`src/rtl/jam_cost_rom.sv`:
```
// Cost table responder for the job-assignment engine: streamed 8x8 table load,
// registered (W, J) lookup, and one-shot capture of the engine's final result.
module jam_cost_rom #(
  parameter int unsigned COST_W = 7,
  parameter int unsigned IDX_W  = 3
) (
  input  logic              CLK,
  input  logic              RSTn,
  input  logic              LoadStart,
  input  logic              LoadValid,
  input  logic [COST_W-1:0] LoadData,
  output logic              LoadReady,
  output logic              TableReady,
  input  logic [IDX_W-1:0]  W,
  input  logic [IDX_W-1:0]  J,
  output logic [COST_W-1:0] Cost,
  input  logic              Valid,
  input  logic [9:0]        MinCost,
  input  logic [3:0]        MatchCount,
  output logic              ResDone,
  output logic [9:0]        ResMinCost,
  output logic [3:0]        ResMatchCount
);

  localparam int unsigned PtrW  = 2 * IDX_W;
  localparam int unsigned Depth = 1 << PtrW;

  typedef enum logic [1:0] {StIdle, StLoad, StServe} state_e;

  state_e            state;
  logic [PtrW-1:0]   ptr;
  logic [COST_W-1:0] mem [Depth];
  logic              load_accept;

  // A coincident LoadStart wins: that beat is dropped, not written.
  assign load_accept = (state == StLoad) && LoadValid && LoadReady && !LoadStart;

  // Table storage survives reset and reloads; TableReady gates its use.
  always_ff @(posedge CLK) begin
    if (load_accept) begin
      mem[ptr] <= LoadData;
    end
  end

  always_ff @(posedge CLK or negedge RSTn) begin
    if (!RSTn) begin
      state         <= StIdle;
      ptr           <= '0;
      LoadReady     <= 1'b0;
      TableReady    <= 1'b0;
      Cost          <= '0;
      ResDone       <= 1'b0;
      ResMinCost    <= '0;
      ResMatchCount <= '0;
    end else if (LoadStart) begin
      state      <= StLoad;
      ptr        <= '0;
      LoadReady  <= 1'b1;
      TableReady <= 1'b0;
      ResDone    <= 1'b0;
      Cost       <= '0;
    end else begin
      case (state)
        StIdle: begin
          Cost <= '0;
        end
        StLoad: begin
          Cost <= '0;
          if (load_accept) begin
            ptr <= ptr + 1'b1;
            if (&ptr) begin
              state      <= StServe;
              LoadReady  <= 1'b0;
              TableReady <= 1'b1;
            end
          end
        end
        StServe: begin
          Cost <= mem[{W, J}];
          // An X/Z Valid takes the else path in simulation, so only 1'b1 captures.
          if (Valid && !ResDone) begin
            ResDone       <= 1'b1;
            ResMinCost    <= MinCost;
            ResMatchCount <= MatchCount;
          end
        end
        default: begin
          state <= StIdle;
        end
      endcase
    end
  end

endmodule
```
`config.mk`:
```
export PLATFORM = sky130hd
export DESIGN_NAME = jam_cost_rom
export DESIGN_NICKNAME = d
export VERILOG_FILES = /design/src/rtl/jam_cost_rom.sv
export SDC_FILE = /design/constraint.sdc
export NUM_CORES = 1
export LEC_CHECK = 0
export ABC_CLOCK_PERIOD_IN_PS = 2000
export BUFFER_PORTS_ARGS = -buffer_cell sky130_fd_sc_hd__clkbuf_2
export CORE_ASPECT_RATIO = 1.4
export CORE_MARGIN = 2
export CORE_UTILIZATION = 40
export CTS_CLUSTER_DIAMETER = 100
export CTS_CLUSTER_SIZE = 40
export DETAILED_ROUTE_END_ITERATION = 16
export PLACE_DENSITY = 0.69
export SLEW_MARGIN = 10
export SYNTH_ARGS = -nofsm -noshare
export SYNTH_HDL_FRONTEND = slang
export SYNTH_SLANG_ARGS = --single-unit
```
`constraint.sdc`:
```
create_clock -name CLK -period 2 [get_ports CLK]
set_input_delay 0.5 -clock CLK [delete_from_list [all_inputs] [get_ports CLK]]
set_output_delay 0.5 -clock CLK [all_outputs]
set_load 0.02 [all_outputs]
```
; ---- After elaboration in Yosys (flattened, before gate mapping)
; Memory sizes are Yosys's and may differ from the RTL's.
; Cells that the tools add are included.
[totals]
regBits = 32
mem_bits_rw = 448
in_bits = 32
mem_count = 1
[op_classes]
n_addsub = 1
eq_ne = 5
muxes = 22
bitwise_logic = 1
n_reduce_logical = 21
[mem_list]
columns = memory, words, width, rd, rd_clocked_by_memory_dff, wr, line
row1 = mem, 64, 7, 1, 0, 1, 32  ; logic [COST_W-1:0] mem [Depth];
[ops]
columns = cell, n
row1 = $mux W6, 3
row2 = $pmux W7 S2, 1
row3 = $mux W1, 13
row4 = $reduce_bool A2 Y1, 5
row5 = $reduce_and A3 Y1, 3
row6 = $mux W7, 1
row7 = $add A6 B1 Y6 const B, 1
row8 = $mux W2, 3
row9 = $reduce_and A6 Y1, 1
row10 = $logic_and A1 B1 Y1, 4
row11 = $pmux W2 S2, 1
row12 = $reduce_and A2 Y1, 2
row13 = $reduce_or A2 Y1, 2
row14 = $ne A3 B2 Y1 const B, 1
row15 = $ne A3 B3 Y1 const B, 1
row16 = $reduce_bool A3 Y1, 1
row17 = $eq A2 B1 Y1 const B, 1
row18 = $eq A2 B2 Y1 const B, 1
row19 = $logic_not A1 Y1, 2
row20 = $logic_not A2 Y1, 1
row21 = $ne A2 B1 Y1 const B, 1
row22 = $not A1 Y1, 1

; ---- Logic depth before layout (Yosys ltp)
; Gate-level depths: netlist of the first run.
[depth]
depth_word = 7
depth_mapped = 9
ltp_nobuf = 5

; ---- Least setup slack after synthesis of the first run
; Ideal clock, no wire load.
[synth_path]
path_type = input-to-reg
start = input port J[1]
end = register Cost[5]
arrival_time_ns = 2.218
required_time_ns = 1.876
path_slack_ns = -0.342
path_stages = 8
path_buffers = 3
path_cell_list = buf_6 > buf_6 > buf_2 > mux4_2 > mux4_2 > o22ai_1 > nor2_1 > a211o_1
[synth_between]
elab_chain_len = 3
[synth_rtl]
columns = item, line
row1 = start: declaration, 15  ; input logic [IDX_W-1:0] J,
row2 = $mem_v2 Z64 W7, n/a
row3 = $pmux W7 S2, 63  ; case (state)
row4 = $mux W7, 55  ; end else if (LoadStart) begin
row5 = end signal: assignment, 79  ; Cost <= mem[{W, J}];
row6 = end: declaration, 16  ; output logic [COST_W-1:0] Cost,
; No other way between the ends.
; A chain may end at the register's enable or synchronous reset.

; ---- Final worst setup path of the first run
[layout_path]
start = register state[1]
end = register Cost[6]
[layout_between]
elab_chain_len = 4
word_cells_on_any_way = 7
[layout_rtl]
columns = item, line
row1 = start: declaration, 30  ; state_e state;
row2 = start signal: assignment, 47  ; state <= StIdle;
row3 = start signal: assignment, 56  ; state <= StLoad;
row4 = start signal: assignment, 72  ; state <= StServe;
row5 = $eq A2 B1 Y1 / $logic_not A2 Y1 (equally long branches), 63
row6 = $reduce_or A2 Y1 (no line), n/a
row7 = $pmux W7 S2, 63
row8 = $mux W7, 55
; Parallel ways exist; a longest one is shown, timed or not.

==> reports/metrics.cfg, run 1 <==
[run_status]
status=finished, violations left
failed_checks=negative setup slack

[cts]
cts.sinks=480
cts-root-buf=clkbuf_16
clockBufferDepth=3
clock_latency_ns=0.57
cts_setup_buffers=0
cts.clk_slew.worst_paths_ns=0.14
cts-htree-levels=1
cts_tree=done
numCtsBuffers=15

[worst_setup_path]
start_kind=flip-flop
r2r_end=Cost[6]
reg2reg_slack_ns=-0.006
endpoint_kind=flip-flop
crit_path_start=state[1]
critPathArrivalTime_ns=2.50
r2r-start=state[1]
reg2reg_depth=7
worstSetupEndpoint=Cost[6]
cp_max_fo=7
crit_required_ns=2.49
criticalPathCategory=flip-flop to flip-flop

[placement]
pre_cts_slack_ns=-0.8205
hpwl_um=28500
port-buffer-count=55
place.gp.congestion=0.8902
place_inst=1711

[finish]
syn_to_final_growth_pct=15.03
layoutNonFillerInstCount=1738
fin_nets=1138
drive_gt1_share_pct=35.64
fin_util_pct=46.31
n_antenna_cell=0

[global_routing]
grt_pass1_vias=9688
grtUsageTotal_pct=17.23
antenna_found_initial=0
grt_max_degree=65
grt-ovfl-total=0
grt_pass1_wl_um=62370

[timing]
min_period_over_period_pct=100.3
fmax_mhz=498.5
slew_headroom_pct=50.72
hold_viol=0
setup_viol=1
finClkSkew_ns=0.04253
worstMarginPinSlew_ns=0.7392
whs_ns=0.1590
fin_crit_ns=2.006
setup_slack_ns=-0.005826
drv_slew=0
finalSetupTns_ns=-0.005826

[yosys]
ys_warn_count=0
yosysTopAreaCellShare_pct=71.57
yosys.area.top_type=edfxtp_1
synth-seq-cells=480
syn_inst=921
ys_top_cells_by_area=edfxtp_1 72%, mux4_2 12%, dfrtp_1 4.3%
postSynthAreaPerCell_um2=20.41
syn_area_um2=18800
synth_nets=954
ys_types=42
synth-seq-area-share_pct=75.83

[detailed_routing]
drtIter0Drc=798
ant_nets=0
avgRoutedWirePerCell_um=23.91
met2WireLength_um=22360
vias_per_cell=5.364
firstDrtPassIters=5
top_layer_used=met4
via_count=9322
wl_met1_um=16140
met3_length_um=1815
routed_wl_um=41550
drcViolationCount=0

[job]
cap_violations=0

[floorplan]
num_io_pins=56
design.die.area_um2=48770
coreArea_um2=46690
row_count=94
dieHeight_um=260.5
die_x_um=187.2
start_util_pct=40.26

[power_and_ir_drop]
peakVddDrop_mv=0.5336
cellPowerDensity_nw_per_um2=751.3
p_leak_nw=7.213

[min_path]
min_path_type=input port to flip-flop

[registers in the layout, summed over array words and instances, names as in the netlist]
| signal | cells |
|---|---|
| mem | 448 |
| ptr | 6 |
| ResMinCost | 10 |
| state | 2 |
| TableReady | 1 |
| ResDone | 1 |
| Cost | 7 |
| ResMatchCount | 4 |
| LoadReady | 1 |
[power by group]
| part | total [W] | leakage, nW | internal, W | switching (W) |
|---|---|---|---|---|
| clock | 0.00421 | 0.201 | 0.00146 | 0.00274 |
| combinational | 0.00105 | 2.55 | 0.000482 | 0.000565 |
| sequential | 0.0110 | 4.46 | 0.0110 | 0.00000816 |
[worst min-delay path by stage]
| stage | startpoint | end | slack, ns | cells after the start |
|---|---|---|---|---|
| 2_1_floorplan | RSTn | Cost[0] | 0.20 | 0 |
| 4_1_cts | MinCost[0] | ResMinCost[0] | 0.14 | 2 |
| 3_3_place_gp | RSTn | ResMatchCount[3] | 0.47 | 1 |
| 5_1_grt | MinCost[0] | ResMinCost[0] | 0.16 | 2 |
| 6_report | MinCost[3] | ResMinCost[3] | 0.16 | 2 |
| 3_5_place_dp | RSTn | ResMatchCount[3] | 0.48 | 1 |
[cell families (layout without fill, tap and decap cells)]
logic type / after synthesis / in the layout / synth area share, %
DFF: 480 / 480 / 75.83
muxes: 174 / 174 / 16.67
and+or+nand+nor: 147 / 147 / 3.554
AOI/OAI and AO/OA: 61 / 61 / 2.170
buffers and inverters: 54 / 247 / 1.531
xor gates and xnor gates: 4 / 4 / 0.1864
adders and majority gates: 1 / 1 / 0.06655
[synthesized netlist by cell type, drive strengths merged]
cell type,count
a211o,6
a211oi,8
a21oi,9
a221oi,1
a22o,1
a22oi,12
and2,2
and4,1
buf,30
clkbuf,20
dfrtp,32
edfxtp,448
ha,1
inv,4
mux2,41
mux2i,28
mux4,105
nand2,20
nand2b,1
nand3,3
nand3b,2
nand4,2
nand4b,1
nor2,82
nor2b,12
nor3,5
nor3b,1
nor4,6
o211ai,1
o21ai,9
o221ai,1
o22ai,13
or2,3
or3,4
or3b,2
xnor2,1
xor2,3
[layout make-up]
cell class / instances / area, um2
Fill cell: 3865 / 25070
Tap cell: 624 / 780.7
Multi-Input combinational cell: 387 / 4338
Clock inverter: 1 / 8.758
Inverter: 4 / 15.01
Clock buffer: 25 / 412.9
Sequential cell: 480 / 14250
Timing Repair Buffer: 217 / 1813
[worst max-delay path: stages, from the launching register on]
cell and delay, ns:
dfrtp_1 0.39, inv_1 0.06, buf_4 0.13, nor3_1 0.23, buf_4 0.19, nand2_1 0.23
nor4_4 0.57, a211o_1 0.16
[metrics by stage]
| step | cell area, um2 | power [W] |
|---|---|---|
| 4_1_cts | 21580 | 0.01636 |
| 3_3_place_gp | 21140 | 0.01224 |
| 2_1_floorplan | 18900 | 0.01174 |
| 3_5_place_dp | 21140 | 0.01226 |
| 5_1_grt | 21620 | 0.01668 |
| 6_report | 21620 | 0.01625 |
[layer usage]
metal,vias to the layer above,GRT usage [%]
met5,-,0
met4,0,6.349
met3,43,1.641
met2,255,32.01
met1,4940,20.88
li1,4084,-
[placed cells by master, fill, tap and decap left out, drive strengths merged, types with 9 or more instances in the layout]
cell type / count
edfxtp: 448
buf: 164
mux4: 105
nor2: 82
clkbuf: 77
mux2: 41
dfrtp: 32
mux2i: 28
nand2: 20
o22ai: 13
a22oi: 12
nor2b: 12
o21ai: 9
a21oi: 9
[what timing repair did]
action / CTS / global route
hold endpoints to repair: 19 / 0
pin swaps: 1 / 0
hold buffers: 1 / 0
endpoints found under the setup margin: 2 / 54
resized for setup: 2 / 9
(Power assumes the default switching activity.)
==> run 2, diff against run 1 <==
--- a/config.mk
+++ b/config.mk
@@ -9,11 +9,12 @@
 export BUFFER_PORTS_ARGS = -buffer_cell sky130_fd_sc_hd__clkbuf_2
 export CORE_ASPECT_RATIO = 1.4
 export CORE_MARGIN = 2
-export CORE_UTILIZATION = 40
+export CORE_UTILIZATION = 34
 export CTS_CLUSTER_DIAMETER = 100
 export CTS_CLUSTER_SIZE = 40
 export DETAILED_ROUTE_END_ITERATION = 16
-export PLACE_DENSITY = 0.69
+export HOLD_SLACK_MARGIN = 0.08
+export PLACE_DENSITY = 0.62
 export SLEW_MARGIN = 10
 export SYNTH_ARGS = -nofsm -noshare
 export SYNTH_HDL_FRONTEND = slang
==> run 2 against run 1 <==
  * The flow now finishes without violations
  * Utilization fell by 6.3 points
  * Combinational power up 4%
  * First-iteration DRC count increased by 20%
  * Largest power group unchanged
  * Non-clock buffer count rose by 6
  * Sequential share of layout area is 1.2 points lower
  * Design area grew 1.8%
  * Global-route usage fell by 2.2 points
  * Register-to-register slack gained 0.02 ns
  * Sequential power about the same
  * Final cell count grew 6.3%
  * Fmax up 1.0%
  * Count of clock-buffer cells in the layout did not move
==> reports/metrics.cfg, run 2 (synthesis gave the netlist of run 1 again) <==
[timing]
min_period_over_period_pct=99.28
setup_viol=0
finClkSkew_ns=0.03520
whs_ns=0.1627
fmax_mhz=503.7
setup_slack_ns=0.01450
fin_crit_ns=1.986
drv_slew=0
worstMarginPinSlew_ns=0.7356
hold_viol=0
slew_headroom_pct=50.96

[floorplan]
row_count=102
design.die.area_um2=57210
num_io_pins=56
die_x_um=202.7
dieHeight_um=282.2
start_util_pct=34.17
coreArea_um2=55010

[cts]
cts.sinks=480
clockBufferDepth=3
cts_tree=done
clock_latency_ns=0.56
cts-root-buf=clkbuf_16
cts-htree-levels=1
numCtsBuffers=15
cts.clk_slew.worst_paths_ns=0.14

[worst_setup_path]
endpoint_kind=flip-flop
crit_path_start=mem[54][2]
reg2reg_depth=5
critPathMaxStageDelay_ns=0.51
critPathArrivalTime_ns=2.44
start_kind=flip-flop
worstSetupEndpoint=Cost[2]
cp_max_fo=1
r2r_end=Cost[2]
crit_required_ns=2.45
cpMaxStageDelayCell=mux4_2
criticalPathCategory=flip-flop to flip-flop
r2r-start=mem[54][2]
crit_chain=mux4_2, mux2_2, o22ai_1, nor4_4, a211o_1
reg2reg_slack_ns=0.01

[finish]
regMostFlops=mem
final_common_cell=edfxtp_1
final_cell_area_um2=22010
largest_reg_flops=448
reg_top3=mem: 448 flops, ResMinCost: 10 flops, Cost: 7 flops
drive_gt1_share_pct=37.86
regArea_um2=14250
multi_input_area_um2=4481
n_antenna_cell=0
fin_nets=1144
layoutNonFillerInstCount=1848
nFillCells=4820
layout_common_cells=448 x edfxtp_1, 136 x buf_4, 103 x mux4_2
syn_to_final_growth_pct=17.11

[detailed_routing]
routed_wl_um=43020
via_count=9333
vias_per_cell=5.050
ant_nets=0
drtIter0Drc=956
firstDrtPassIters=4
drcViolationCount=0
avgRoutedWirePerCell_um=23.28

[placement]
place.gp.congestion=0.7788
port-buffer-count=55
place_area_um2=21240
place_inst=1816
pre_cts_slack_ns=-0.9835
hpwl_um=28990

[job]
cap_violations=0

[global_routing]
use_met2_pct=27.83
grt_pass1_vias=9682
grt_use_met3_pct=1.406
grt_pass1_wl_um=63910
antenna_found_initial=0
grtUsageTotal_pct=15.06
grt_max_degree=65
busiest_layer=met2
grt-ovfl-total=0
grt_util_met1_pct=18.46

[power_and_ir_drop]
p_leak_nw=7.294
cellPowerDensity_nw_per_um2=741.5
peakVddDrop_mv=0.5778

[run_status]
status=finished, final reports clean

[min_path]
min_path_type=input port to flip-flop

[run 2: cell count changes in the layout (fill, tap and decap cells not counted), moves of 3 or more]
cell,before,now
o22ai_1,12,7
nor2_2,0,7
buf_16,0,4
o22ai_2,1,4
a211oi_1,7,3
buf_6,3,9
nor4_1,5,2
a211oi_2,1,4
nor2_1,75,67
buf_12,24,19
[run 2: layout make-up]
type                       count  area share (%)
clock buffer                  25           1.876
multi-input combinational    387           20.35
sequential                   480           64.75
clock inverter                 1         0.03979
inverter                       4         0.06821
timing repair buffer         223           8.770
tap                          728           4.138
[run 2: power breakdown]
group | switching, W | internal, W | leakage, nW
clock | 0.00278 | 0.00146 | 0.201
combinational | 0.000586 | 0.000500 | 2.63
sequential | 0.0000120 | 0.0110 | 4.46
total | 0.00338 | 0.0129 | 7.29
[run 2: worst min-delay path by stage]
stage,startpoint,endpoint,depth (start not counted)
global route,MinCost[6],ResMinCost[6],2
global placement,ResMinCost[7],ResMinCost[7],1
detailed placement,ResMinCost[1],ResMinCost[1],1
finish,MinCost[0],ResMinCost[0],2
CTS,MinCost[1],ResMinCost[1],2
floorplan,RSTn,Cost[0],0
[run 2: what timing repair did]
action	4_1_cts	5_1_grt
pin swaps	2	4
buffers inserted	3	1
gates cloned	3	0
setup endpoints to repair	12	158
endpoints found under the hold margin	17	0
hold buffers	1	0
gates resized for setup	23	32
[run 2: metal layers]
metal  up-vias  part of all wire [%]
li1       4105                     -
met1      4927                    40
met2       249                    53
met3        52                   3.9
met4         0                   3.1
met5         -                     0
[run 2: through the flow]
stage | util, % | power, W | setup TNS, ns
after CTS | 39.80 | 0.01643 | 0
after global placement | 38.61 | 0.01223 | -10.18
final | 40.02 | 0.01632 | 0
after detailed placement | 38.61 | 0.01225 | -9.728
after floorplan | - | 0.01174 | -1.203
after global routing | 40.02 | 0.01679 | -0.9482
[run 2: critical path: cells and delay by family (launching register included)]
family | cells | cell delay, ns
AO/OA/AOI/OAI | 2 | 0.55
flip-flops | 1 | 0.41
multiplexers | 2 | 0.83
AND/OR/NAND/NOR | 1 | 0.12
==> run 3, diff against run 2 <==
--- a/config.mk
+++ b/config.mk
@@ -9,13 +9,12 @@
 export BUFFER_PORTS_ARGS = -buffer_cell sky130_fd_sc_hd__clkbuf_2
 export CORE_ASPECT_RATIO = 1.4
 export CORE_MARGIN = 2
-export CORE_UTILIZATION = 34
+export CORE_UTILIZATION = 30
 export CTS_CLUSTER_DIAMETER = 100
 export CTS_CLUSTER_SIZE = 40
 export DETAILED_ROUTE_END_ITERATION = 16
 export HOLD_SLACK_MARGIN = 0.08
-export PLACE_DENSITY = 0.62
-export SLEW_MARGIN = 10
+export PLACE_DENSITY = 0.58
 export SYNTH_ARGS = -nofsm -noshare
 export SYNTH_HDL_FRONTEND = slang
 export SYNTH_SLANG_ARGS = --single-unit
==> run 3 against run 2 <==
  * Global-route usage fell by 1.5 points
  * Sequential share of layout area down 0.70 points
  * Fmax increased by 0.69%
  * Wire length grew 3.0%
  * Count of clock-buffer cells in the layout rose by 1
  * Clock skew grew 0.010 ns
  * Non-clock buffer count up 13
  * Setup slack gained 0.014 ns
  * Sequential power about the same
  * Flip-flop and latch count did not move
  * Critical endpoint is now Cost[5]
==> reports/metrics.cfg, run 3 (synthesis gave the netlist of run 1 again) <==
[worst_setup_path]
crit_required_ns=2.46
criticalPathCategory=flip-flop to flip-flop
cp_common_cell=mux4_2
critPathArrivalTime_ns=2.43
crit_chain=mux4_2, mux4_2, o22ai_2, nor2_2, a211o_1
endpoint_kind=flip-flop
cpLargestDelayFamily=multiplexers
path_buf_inv=0
cpMaxStageDelayCell=mux4_2
critPathMaxStageDelay_ns=0.53
start_kind=flip-flop
cp_max_fo=1
reg2reg_slack_ns=0.03

[global_routing]
grt_pass1_vias=9727
grt_max_degree=65
grt_pass1_wl_um=65200
antenna_found_initial=0
grt-ovfl-total=0
grtUsageTotal_pct=13.58

[timing]
min_period_over_period_pct=98.59
fmax_mhz=507.1
setup_slack_ns=0.02814
hold_viol=0
whs_ns=0.1766
worstMarginPinSlew_ns=0.7223
finClkSkew_ns=0.04534
fin_crit_ns=1.972
drv_slew=0
slew_headroom_pct=51.84
setup_viol=0
grt_setup_unrepaired=true

[detailed_routing]
drtIter0Drc=801
via_count=9469
ant_nets=0
firstDrtPassIters=5
drcViolationCount=0
routed_wl_um=44300
avgRoutedWirePerCell_um=22.58
vias_per_cell=4.826

[cts]
cts-htree-levels=1
cts.sinks=480
cts.clk_slew.worst_paths_ns=0.14
numCtsBuffers=17
cts-root-buf=clkbuf_16
cts_tree=done
clockBufferDepth=3
clock_latency_ns=0.54

[placement]
port-buffer-count=55
place.gp.congestion=0.8063
pre_cts_slack_ns=-1.016
place_inst=1929
place_area_um2=21470
hpwl_um=30170

[floorplan]
coreArea_um2=62020
die_x_um=215.6
design.die.area_um2=64710
dieHeight_um=300.2
num_io_pins=56
row_count=108
start_util_pct=30.31

[finish]
layout_common_cells=448 x edfxtp_1, 147 x buf_4, 103 x mux4_2
drive_gt1_share_pct=39.05
final_common_cell=edfxtp_1
final_cell_area_um2=22260
layoutNonFillerInstCount=1962
syn_to_final_growth_pct=18.39
fin_util_pct=35.88
nFillCells=5746
regMostFlops=mem
largest_reg_flops=448
n_antenna_cell=0
fin_nets=1159
reg_top3=mem: 448 flops, ResMinCost: 10 flops, Cost: 7 flops

[power_and_ir_drop]
peakVddDrop_mv=0.7661
cellPowerDensity_nw_per_um2=752.9
p_leak_nw=7.372

[run_status]
status=finished, final reports clean

[job]
cap_violations=0

[min_path]
min_path_type=input port to flip-flop

==> run 3: worst paths after layout <==
path                                       start               end  depth (start not counted)
worst max-delay path                  mem[22][5]           Cost[5]                          5
worst min-delay path                  MinCost[5]     ResMinCost[5]                          2
worst max register to register        mem[22][5]           Cost[5]                          5
worst min register to register  ResMatchCount[1]  ResMatchCount[1]                          1
max in group asynchronous                   RSTn     ResMinCost[9]                          3
min in group asynchronous                   RSTn            ptr[5]                          3
==> run 3: timing repair <==
item	4_1_cts	5_1_grt
endpoints found under the hold margin	32	0
endpoints found under the setup margin	30	256
setup buffers	0	1
cloned	0	1
resized for setup	10	38
pin swaps	0	1
hold buffers	1	0
==> run 3: worst reg2reg max path, delay by kind of cell (launching register included) <==
family           cells  cell delay, ns
AND/OR/NAND/NOR      1            0.09
multiplexers         2            1.03
flip-flops           1            0.39
AO/OA/AOI/OAI        2            0.36
==> run 3: final cells by class <==
type | instances | area, um2 | area share, %
Timing Repair Buffer | 236 | 1984 | 8.917
Sequential cell | 480 | 14250 | 64.05
Clock inverter | 4 | 98.84 | 0.4441
Tap cell | 825 | 1032 | 4.638
Inverter | 4 | 15.01 | 0.06746
Clock buffer | 26 | 459.2 | 2.063
Multi-Input combinational cell | 387 | 4410 | 19.82
==> run 3: routing by layer <==
| layer | wire (um) | track usage, % |
|---|---|---|
| met4 | 1269 | 4.548 |
| met2 | 23430 | 24.46 |
| met3 | 1855 | 1.376 |
| met1 | 17740 | 17.09 |
| met5 | 0 | 0 |
==> run 3: metrics by stage <==
stage | setup TNS, ns | power (W)
final | 0 | 0.01676
after global routing | -0.4570 | 0.01731
after CTS | 0 | 0.01693
after detailed placement | -45.33 | 0.01225
after global placement | -37.20 | 0.01223
after floorplan | -1.203 | 0.01174
==> run 3: power breakdown <==
group / internal (W) / leakage (nW) / switching [W] / total (W)
Sequential: 0.0110 / 4.46 / 0.00000868 / 0.0110
Clock: 0.00173 / 0.259 / 0.00299 / 0.00472
Combinational: 0.000474 / 2.65 / 0.000573 / 0.00105
